[src/rtl/video_timing_pkg.sv]
// Shared types and constants for the HDMI raster timing path: FSM states,
// standard mode presets and the hve_sync bit layout.
package video_timing_pkg;

    typedef enum logic [1:0] {StIdle, StRun, StDrain} vt_state_e;

    localparam int unsigned HVE_DE = 2;
    localparam int unsigned HVE_VS = 1;
    localparam int unsigned HVE_HS = 0;

    // 640x480 @ 60 Hz, 25.175 MHz pixel clock, negative syncs
    localparam int unsigned VGA_H_ACTIVE = 640;
    localparam int unsigned VGA_H_FP     = 16;
    localparam int unsigned VGA_H_SYNC   = 96;
    localparam int unsigned VGA_H_BP     = 48;
    localparam int unsigned VGA_V_ACTIVE = 480;
    localparam int unsigned VGA_V_FP     = 10;
    localparam int unsigned VGA_V_SYNC   = 2;
    localparam int unsigned VGA_V_BP     = 33;
    localparam bit          VGA_HS_POL   = 1'b0;
    localparam bit          VGA_VS_POL   = 1'b0;

    // 1280x720 @ 60 Hz, 74.25 MHz pixel clock, positive syncs
    localparam int unsigned HD_H_ACTIVE = 1280;
    localparam int unsigned HD_H_FP     = 110;
    localparam int unsigned HD_H_SYNC   = 40;
    localparam int unsigned HD_H_BP     = 220;
    localparam int unsigned HD_V_ACTIVE = 720;
    localparam int unsigned HD_V_FP     = 5;
    localparam int unsigned HD_V_SYNC   = 5;
    localparam int unsigned HD_V_BP     = 20;
    localparam bit          HD_HS_POL   = 1'b1;
    localparam bit          HD_VS_POL   = 1'b1;

    function automatic logic sync_level(input logic early, input logic pol);
        return early ^ ~pol;
    endfunction

endpackage

[src/rtl/video_delay_line.sv]
// Fixed-depth shift register with synchronous reset to a parameter value;
// aligns early raster control with pixels returned by the source.
module video_delay_line #(
    parameter int unsigned       WIDTH   = 4,
    parameter int unsigned       DEPTH   = 2,
    parameter logic [WIDTH-1:0]  RST_VAL = '0
) (
    input  logic             clk_i,
    input  logic             reset_i,
    input  logic [WIDTH-1:0] d_i,
    output logic [WIDTH-1:0] q_o
);

    logic [WIDTH-1:0] stage_q [DEPTH];

    always_ff @(posedge clk_i) begin
        if (reset_i) begin
            for (int i = 0; i < DEPTH; i++) begin
                stage_q[i] <= RST_VAL;
            end
        end else begin
            stage_q[0] <= d_i;
            for (int i = 1; i < DEPTH; i++) begin
                stage_q[i] <= stage_q[i-1];
            end
        end
    end

    assign q_o = stage_q[DEPTH-1];

endmodule

[src/rtl/video_timing_ctrl.sv]
// Raster timing generator for the HDMI path: fetches pixels PIX_LAT cycles
// ahead and realigns returned data with delayed sync/DE.
module video_timing_ctrl
    import video_timing_pkg::*;
#(
    parameter int unsigned H_ACTIVE = 640,
    parameter int unsigned H_FP     = 16,
    parameter int unsigned H_SYNC   = 96,
    parameter int unsigned H_BP     = 48,
    parameter int unsigned V_ACTIVE = 480,
    parameter int unsigned V_FP     = 10,
    parameter int unsigned V_SYNC   = 2,
    parameter int unsigned V_BP     = 33,
    parameter bit          HS_POL   = 1'b0,
    parameter bit          VS_POL   = 1'b0,
    parameter int unsigned PIX_LAT  = 2
) (
    input  logic        hdmi_clk,
    input  logic        reset,
    input  logic        enable,
    output logic        pix_req,
    output logic [10:0] pix_x,
    output logic [9:0]  pix_y,
    input  logic [23:0] pix_rgb,
    input  logic        pix_valid,
    output logic [2:0]  hve_sync,
    output logic [23:0] rgb,
    output logic        frame_start,
    output logic        underflow
);

    localparam int unsigned H_TOTAL = H_ACTIVE + H_FP + H_SYNC + H_BP;
    localparam int unsigned V_TOTAL = V_ACTIVE + V_FP + V_SYNC + V_BP;

    localparam logic [10:0] H_ACT  = 11'(H_ACTIVE);
    localparam logic [10:0] H_SS   = 11'(H_ACTIVE + H_FP);
    localparam logic [10:0] H_SE   = 11'(H_ACTIVE + H_FP + H_SYNC);
    localparam logic [10:0] H_LAST = 11'(H_TOTAL - 1);
    localparam logic [9:0]  V_ACT  = 10'(V_ACTIVE);
    localparam logic [9:0]  V_SS   = 10'(V_ACTIVE + V_FP);
    localparam logic [9:0]  V_SE   = 10'(V_ACTIVE + V_FP + V_SYNC);
    localparam logic [9:0]  V_LAST = 10'(V_TOTAL - 1);

    vt_state_e   state_q;
    logic [10:0] h_cnt_q;
    logic [9:0]  v_cnt_q;
    logic [3:0]  early_q;  // {de, vs, hs, frame_start}, aligned with pix_req
    logic [3:0]  late;
    logic        underflow_q;

    logic running, de_early, hs_early, vs_early, fs_early, frame_end, starved;

    always_comb begin
        running   = (state_q != StIdle);
        de_early  = (h_cnt_q < H_ACT) && (v_cnt_q < V_ACT);
        hs_early  = (h_cnt_q >= H_SS) && (h_cnt_q < H_SE);
        vs_early  = (v_cnt_q >= V_SS) && (v_cnt_q < V_SE);
        fs_early  = (h_cnt_q == '0) && (v_cnt_q == '0);
        frame_end = (h_cnt_q == H_LAST) && (v_cnt_q == V_LAST);
    end

    always_ff @(posedge hdmi_clk) begin
        if (reset) begin
            state_q <= StIdle;
            h_cnt_q <= '0;
            v_cnt_q <= '0;
            early_q <= '0;
            pix_req <= 1'b0;
            pix_x   <= '0;
            pix_y   <= '0;
        end else begin
            early_q <= running ? {de_early, vs_early, hs_early, fs_early} : '0;
            pix_req <= running && de_early;
            pix_x   <= (running && de_early) ? h_cnt_q : '0;
            pix_y   <= (running && de_early) ? v_cnt_q : '0;
            case (state_q)
                StIdle: begin
                    h_cnt_q <= '0;
                    v_cnt_q <= '0;
                    if (enable) state_q <= StRun;
                end
                default: begin
                    if (h_cnt_q == H_LAST) begin
                        h_cnt_q <= '0;
                        v_cnt_q <= (v_cnt_q == V_LAST) ? '0 : v_cnt_q + 10'd1;
                    end else begin
                        h_cnt_q <= h_cnt_q + 11'd1;
                    end
                    // Stopping only takes effect on the last cycle of a frame
                    if (enable)         state_q <= StRun;
                    else if (frame_end) state_q <= StIdle;
                    else                state_q <= StDrain;
                end
            endcase
        end
    end

    video_delay_line #(
        .WIDTH (4),
        .DEPTH (PIX_LAT)
    ) u_delay (
        .clk_i   (hdmi_clk),
        .reset_i (reset),
        .d_i     (early_q),
        .q_o     (late)
    );

    always_ff @(posedge hdmi_clk) begin
        if (reset) underflow_q <= 1'b0;
        else       underflow_q <= underflow_q | starved;
    end

    always_comb begin
        starved          = late[3] & ~pix_valid;
        hve_sync[HVE_DE] = late[3];
        hve_sync[HVE_VS] = sync_level(late[2], VS_POL);
        hve_sync[HVE_HS] = sync_level(late[1], HS_POL);
        frame_start      = late[0];
        rgb              = (late[3] && pix_valid) ? pix_rgb : 24'h0;
        underflow        = underflow_q | starved;
    end

endmodule
[config.mk]
export PLATFORM = sky130hd
export DESIGN_NAME = video_timing_ctrl
export DESIGN_NICKNAME = d
export VERILOG_FILES = /design/src/rtl/video_timing_pkg.sv /design/src/rtl/video_delay_line.sv /design/src/rtl/video_timing_ctrl.sv
export SDC_FILE = /design/constraint.sdc
export NUM_CORES = 1
export LEC_CHECK = 0
export CAP_MARGIN = 20
export CORE_ASPECT_RATIO = 1.1
export CORE_MARGIN = 2
export CORE_UTILIZATION = 40
export CTS_BUF_LIST = sky130_fd_sc_hd__clkbuf_4
export DETAILED_ROUTE_END_ITERATION = 16
export GPL_TIMING_DRIVEN = 0
export HOLD_SLACK_MARGIN = 0.05
export PLACE_DENSITY_LB_ADDON = 0.1
export SLEW_MARGIN = 20
export SYNTH_ARGS = -nofsm -noshare
export SYNTH_HDL_FRONTEND = slang
export SYNTH_SLANG_ARGS = --single-unit
[constraint.sdc]
create_clock -name hdmi_clk -period 2.4 [get_ports hdmi_clk]
set_input_delay 0.48 -clock hdmi_clk [delete_from_list [all_inputs] [get_ports hdmi_clk]]
set_output_delay 0.48 -clock hdmi_clk [all_outputs]
set_load 0.02 [all_outputs]
==> Yosys cells after proc, flatten, opt, wreduce, memory -nomap -nowiden <==
Memories as Yosys holds them, arrays and structs flattened.
Index checks and enable logic that the tools add are counted.
{ "totals": {"romBits": 0, "output_inout_bits": 51, "input_bits": 28, "memories": 1, "latchBits": 0, "elab_cells": 55, "regBits": 50, "mem_bits_rw": 8} }
{ "mem_list": {"columns": ["name", "words", "word_bits", "rd", "rd_clocked_by_memory_dff", "wr", "line", "source"], "rows": [
  ["u_delay.stage_q", 2, 4, 2, 0, 2, "video_delay_line.sv:14", "logic [WIDTH-1:0] stage_q [DEPTH];"]
]} }
{ "classes": {"order_cmp": 6, "n_mul": 0, "div": 0, "mux": 11, "addsub": 2, "reduce_logical": 15, "bitwise_logic": 9, "eq_ne": 3, "shifts": 0} }
{ "op_table": {"columns": ["cell", "n"], "rows": [
  ["24-bit 2-to-1 mux", 1],
  ["11-bit by 10-bit < comparator with 1-bit output, second input constant", 2],
  ["10-bit by 9-bit < comparator with 1-bit output, second input constant", 2],
  ["11-bit by 1-bit adder with 11-bit output, second input constant", 1],
  ["11-bit by 10-bit equality test with 1-bit output, second input constant", 1],
  ["11-bit by 10-bit >= comparator with 1-bit output, second input constant", 1],
  ["11-bit zero test", 1],
  ["10-bit by 1-bit adder with 10-bit output, second input constant", 1],
  ["10-bit equality test, second input constant", 1],
  ["10-bit by 9-bit >= comparator with 1-bit output, second input constant", 1],
  ["10-bit zero test", 1],
  ["10-bit 2-to-1 mux", 1],
  ["2-bit 2-to-1 mux", 4],
  ["4-bit 2-to-1 mux", 2],
  ["1-bit logical AND", 7],
  ["2-bit OR reduction", 3],
  ["1-bit inverter", 5],
  ["1-bit 2-to-1 mux", 3],
  ["1-bit OR", 3],
  ["3-bit OR reduction", 1],
  ["2-bit zero test", 1],
  ["2-bit inequality test, second input constant", 1],
  ["2-bit nonzero test", 1],
  ["1-bit bitwise AND", 1]
]} }

==> Longest topological paths before layout <==
{ "logic_depth": {"word_depth": 5, "mapped_depth": 7, "mapped_depth_nobuf": 6} }

==> By module <==
Synthesis repeated with hierarchy kept, for this count alone.
{ "hier_totals": {"hier_cells": 249, "area_unflattened_um2": 2309.7} }
{ "by_module_without_submodules": {"columns": ["mod", "seq_area_each_um2", "cells_per_inst", "area_each_um2", "instances"], "rows": [
  ["video_timing_ctrl", 1001.0, 229, 2069.5, 1],
  ["video_delay_line", 160.2, 20, 240.2, 1]
]} }

==> Least setup slack after synthesis <==
OpenSTA, ideal clock, no wires.
{ "synth_path": {"path_type": "register -> register", "startpoint": "register h_cnt_q[5]", "endpoint": "register v_cnt_q[8]", "synth_period_minus_slack_ps": 2198, "setup_slack_ps": 202, "t_required_ps": 2329, "setup_time_ps": 71, "arrival_time_ps": 2128, "stages_incl_launch_ff": 8, "path_buffers": 3, "cell_sequence": "dfxtp_1 > buf_6 > or4_4 > buf_6 > or3_1 > buf_2 > or4_1 > a21oi_1"} }
{ "synth_between": {"elab_chain_len": 1} }
{ "synth_rtl": {"columns": ["element", "line", "source"], "rows": [
  ["start: declaration", "video_timing_ctrl.sv:45", "logic [10:0] h_cnt_q;"],
  ["start signal: assignment", "video_timing_ctrl.sv:87", "h_cnt_q <= h_cnt_q + 11'd1;"],
  ["11-bit by 10-bit equality test with 1-bit output", "video_timing_ctrl.sv:83", "if (h_cnt_q == H_LAST) begin"],
  ["end signal: assignment", "video_timing_ctrl.sv:85", "v_cnt_q <= (v_cnt_q == V_LAST) ? '0 : v_cnt_q + 10'd1;"],
  ["end: declaration", "video_timing_ctrl.sv:46", "logic [9:0] v_cnt_q;"]
]} }
Every way passes these cells.
A chain may end at the register's enable or synchronous reset.

==> Final worst setup path <==
{ "layout_path": {"startpoint": "input pix_valid", "endpoint": "output underflow"} }
{ "layout_between": {"elab_chain_len": 3} }
{ "layout_rtl": {"columns": ["element", "line", "source"], "rows": [
  ["start: declaration", "video_timing_ctrl.sv:25", "input logic pix_valid,"],
  ["1-bit inverter", "video_timing_ctrl.sv:114", "starved = late[3] & ~pix_valid;"],
  ["1-bit bitwise AND", "video_timing_ctrl.sv:114", null],
  ["1-bit OR", "video_timing_ctrl.sv:120", "underflow = underflow_q | starved;"],
  ["end: declaration", "video_timing_ctrl.sv:29", "output logic underflow"]
]} }
Every way passes these cells.

==> impl_metrics.ini <==
[layout]
final_common_cell = clkdlybuf4s50_1
layout.nets = 369
design_area_um2 = 3250
n_fill_cell = 491
diodes = 0
area_growth_pct = 43.9
drive_gt1_share_pct = 7.04
final_cell_mix = clkdlybuf4s50_1 (58), dfxtp_1 (57), and3_1 (28), nor2_1 (24), dlygate4sd2_1 (20)

[detailed_routing]
wl_met2_um = 2000
routed_via_density = 4.75
drt_iter0_drc = 46
via_count = 1978
highest_layer = met4
wirelength_um = 4680
wl_met1_um = 1990
wl_per_cell_um = 11.3
drtAntennaViolNets = 0
dr.pass1.iters = 4
drc_errors = 0
wl_met3_um = 553

[run]
max_cap_viol_count = 0

[timing]
fin_setup_tns_ps = 0
fin_ws_ps = 108
rsz0062_at_grt = false
skew_ps = 13.1
period_needed_ps = 2290
fin_crit_sh_pct = 95.5
fmax_mhz = 436
hold_viol = 0
slew_viol_final = 0
max-slew-margin-rel_pct = 66.6
setup_viol = 0
worstMarginPinSlew_ps = 498

[worst_setup_path]
critPathMaxFanout = 7
start_kind = primary input
crit_slowest_cell = clkdlybuf4s50_1
criticalPathCategory = in -> out
path_delay_family = buffers and inverters
cp.required_ps = 1920
crit_chain = clkdlybuf4s50_1 > inv_1 > a21o_1 > clkdlybuf4s50_1
end_kind = primary output
crit_buf_inv = 3
cp.arrival_ps = 1810
rrSetupSlack_ps = 110
max_stage_delay_ps = 550
path_common_cell = clkdlybuf4s50_1

[floorplan]
core_area_um2 = 5430
core.rowCount = 28
start_util_pct = 41.6
die_area_um2 = 6270
dieHeight_um = 82.9
ioPinCount = 79
die_w_um = 75.7

[min_path]
hp-class = reg -> reg

[pwr]
power.leakage_nw = 1.35
ir_worst_vdd_mv = 0.330
power.density_nw_per_um2 = 527
p_total_w = 0.00172

[synthesis]
synth_warnings = 0
ys_ff_latch = 58
syn_area_um2 = 2260
ys_seq_area_share_pct = 51.4
syn_area_per_cell_um2 = 9.23
syn_inst = 245
yosys.cell_types.count = 33

[clock_tree]
cts_tree = done
cts.sink_count = 58
htreeDepth = 3
clk_transition_reported_paths_ps = 90
hold_buffers = 0
clock_latency_ps = 400
cts_root_buf = clkbuf_4
cts.path.max_buffers = 2
cts_buffers = 9

[global_route]
grt_pass1_vias = 1724
grt_start_max_net_pins = 11
globalRouteOverflowTotal = 0
grt_pass1_wl_um = 7420
antenna_found_initial = 0
track_usage_pct = 15.4

[placed_design]
gp_congestion = 0.835
port_buffers = 78
hpwl_um = 3450
post_dp_cell_area_um2 = 3140
place_ws_ps = -188

[run_status]
status = finished, final reports clean
report_power, final:
| part | switching (W) | total (W) | internal [W] |
|---|---|---|---|
| combinational | 0.0000418 | 0.000101 | 0.0000591 |
| clock | 0.000328 | 0.000640 | 0.000312 |
| sequential | 0.00000365 | 0.000975 | 0.000971 |
registers in the layout, indices dropped and copies added (netlist names):
signal           cells
pix_req              1
u_delay.stage_q      8
v_cnt_q             10
state_q              2
pix_y               10
early_q              4
pix_x               11
h_cnt_q             11
underflow_q          1
logic make-up after synthesis:
family                     Yosys count  share of synthesized area [%]
and+or+nand+nor                    130                           32.5
DFF                                 58                           51.4
buffers and inverters               28                           5.53
xor gates and xnor gates            14                           5.42
AOI/OAI and AO/OA                    9                           2.38
adders and majority gates            4                           2.21
other                                1                          0.166
muxes                                1                          0.443
final timing paths:
check	startpoint	to	cells after the start
setup reg to reg	h_cnt_q[6]	v_cnt_q[8]	6
hold reg to reg	u_delay.stage_q[0][3]	u_delay.stage_q[0][7]	1
setup / recovery	pix_valid	underflow	4
hold / removal	u_delay.stage_q[0][3]	u_delay.stage_q[0][7]	1
layout make-up:
type,count,area [um^2],area share [%]
timing repair buffer,80,771,23.7
sequential,58,1160,35.7
buffer,17,86.3,2.65
clock buffer,10,75.1,2.31
tap,75,93.8,2.88
clock inverter,5,46.3,1.42
inverter,11,41.3,1.27
multi-input combinational,160,978,30.1
stage by stage:
stage / std cells / hold WS (ps) / utilization, %
finish: 416 / 432 / 59.9
global route: 416 / 446 / 59.9
CTS: 414 / 439 / 59.6
detailed placement: 399 / 427 / 57.8
global placement: 399 / 419 / 57.8
floorplan: 246 / 414 / -
Yosys cell counts:
cell type,n,area (um^2)
buf_6,2,22.5
buf_2,1,5.00
nand3_1,10,50.1
or3_1,1,6.26
or2_2,1,6.26
clkbuf_1,13,48.8
conb_1,1,3.75
or4_1,1,7.51
a21o_1,1,7.51
nor4_2,1,12.5
nand4_1,6,37.5
buf_4,1,7.51
or4_4,1,11.3
inv_1,11,41.3
a21oi_1,3,15.0
xnor2_1,12,105
and2_1,19,119
mux2i_1,1,10.0
nand2_1,5,18.8
nor2_1,24,90.1
ha_1,4,50.1
o221ai_1,1,8.76
and3_1,28,175
o21ai_0,2,10.0
dfxtp_1,58,1160
o31ai_1,1,7.51
o21ai_1,1,5.00
nand4b_1,1,8.76
xor2_1,2,17.5
nor2b_1,11,68.8
nor4_1,12,75.1
nor3_1,7,35.0
nand2b_1,2,12.5
timing repair:
item,CTS,global route
setup buffers,0,2
setup endpoints to repair,20,7
gates resized for setup,22,1
layer usage:
layer | GRT usage, % | vias up
met5 | 0 | -
met4 | 9.73 | 0
met2 | 24.5 | 81
met3 | 5.10 | 12
li1 | - | 1009
met1 | 17.2 | 876
No activity file was read; power rests on OpenSTA's default activity.
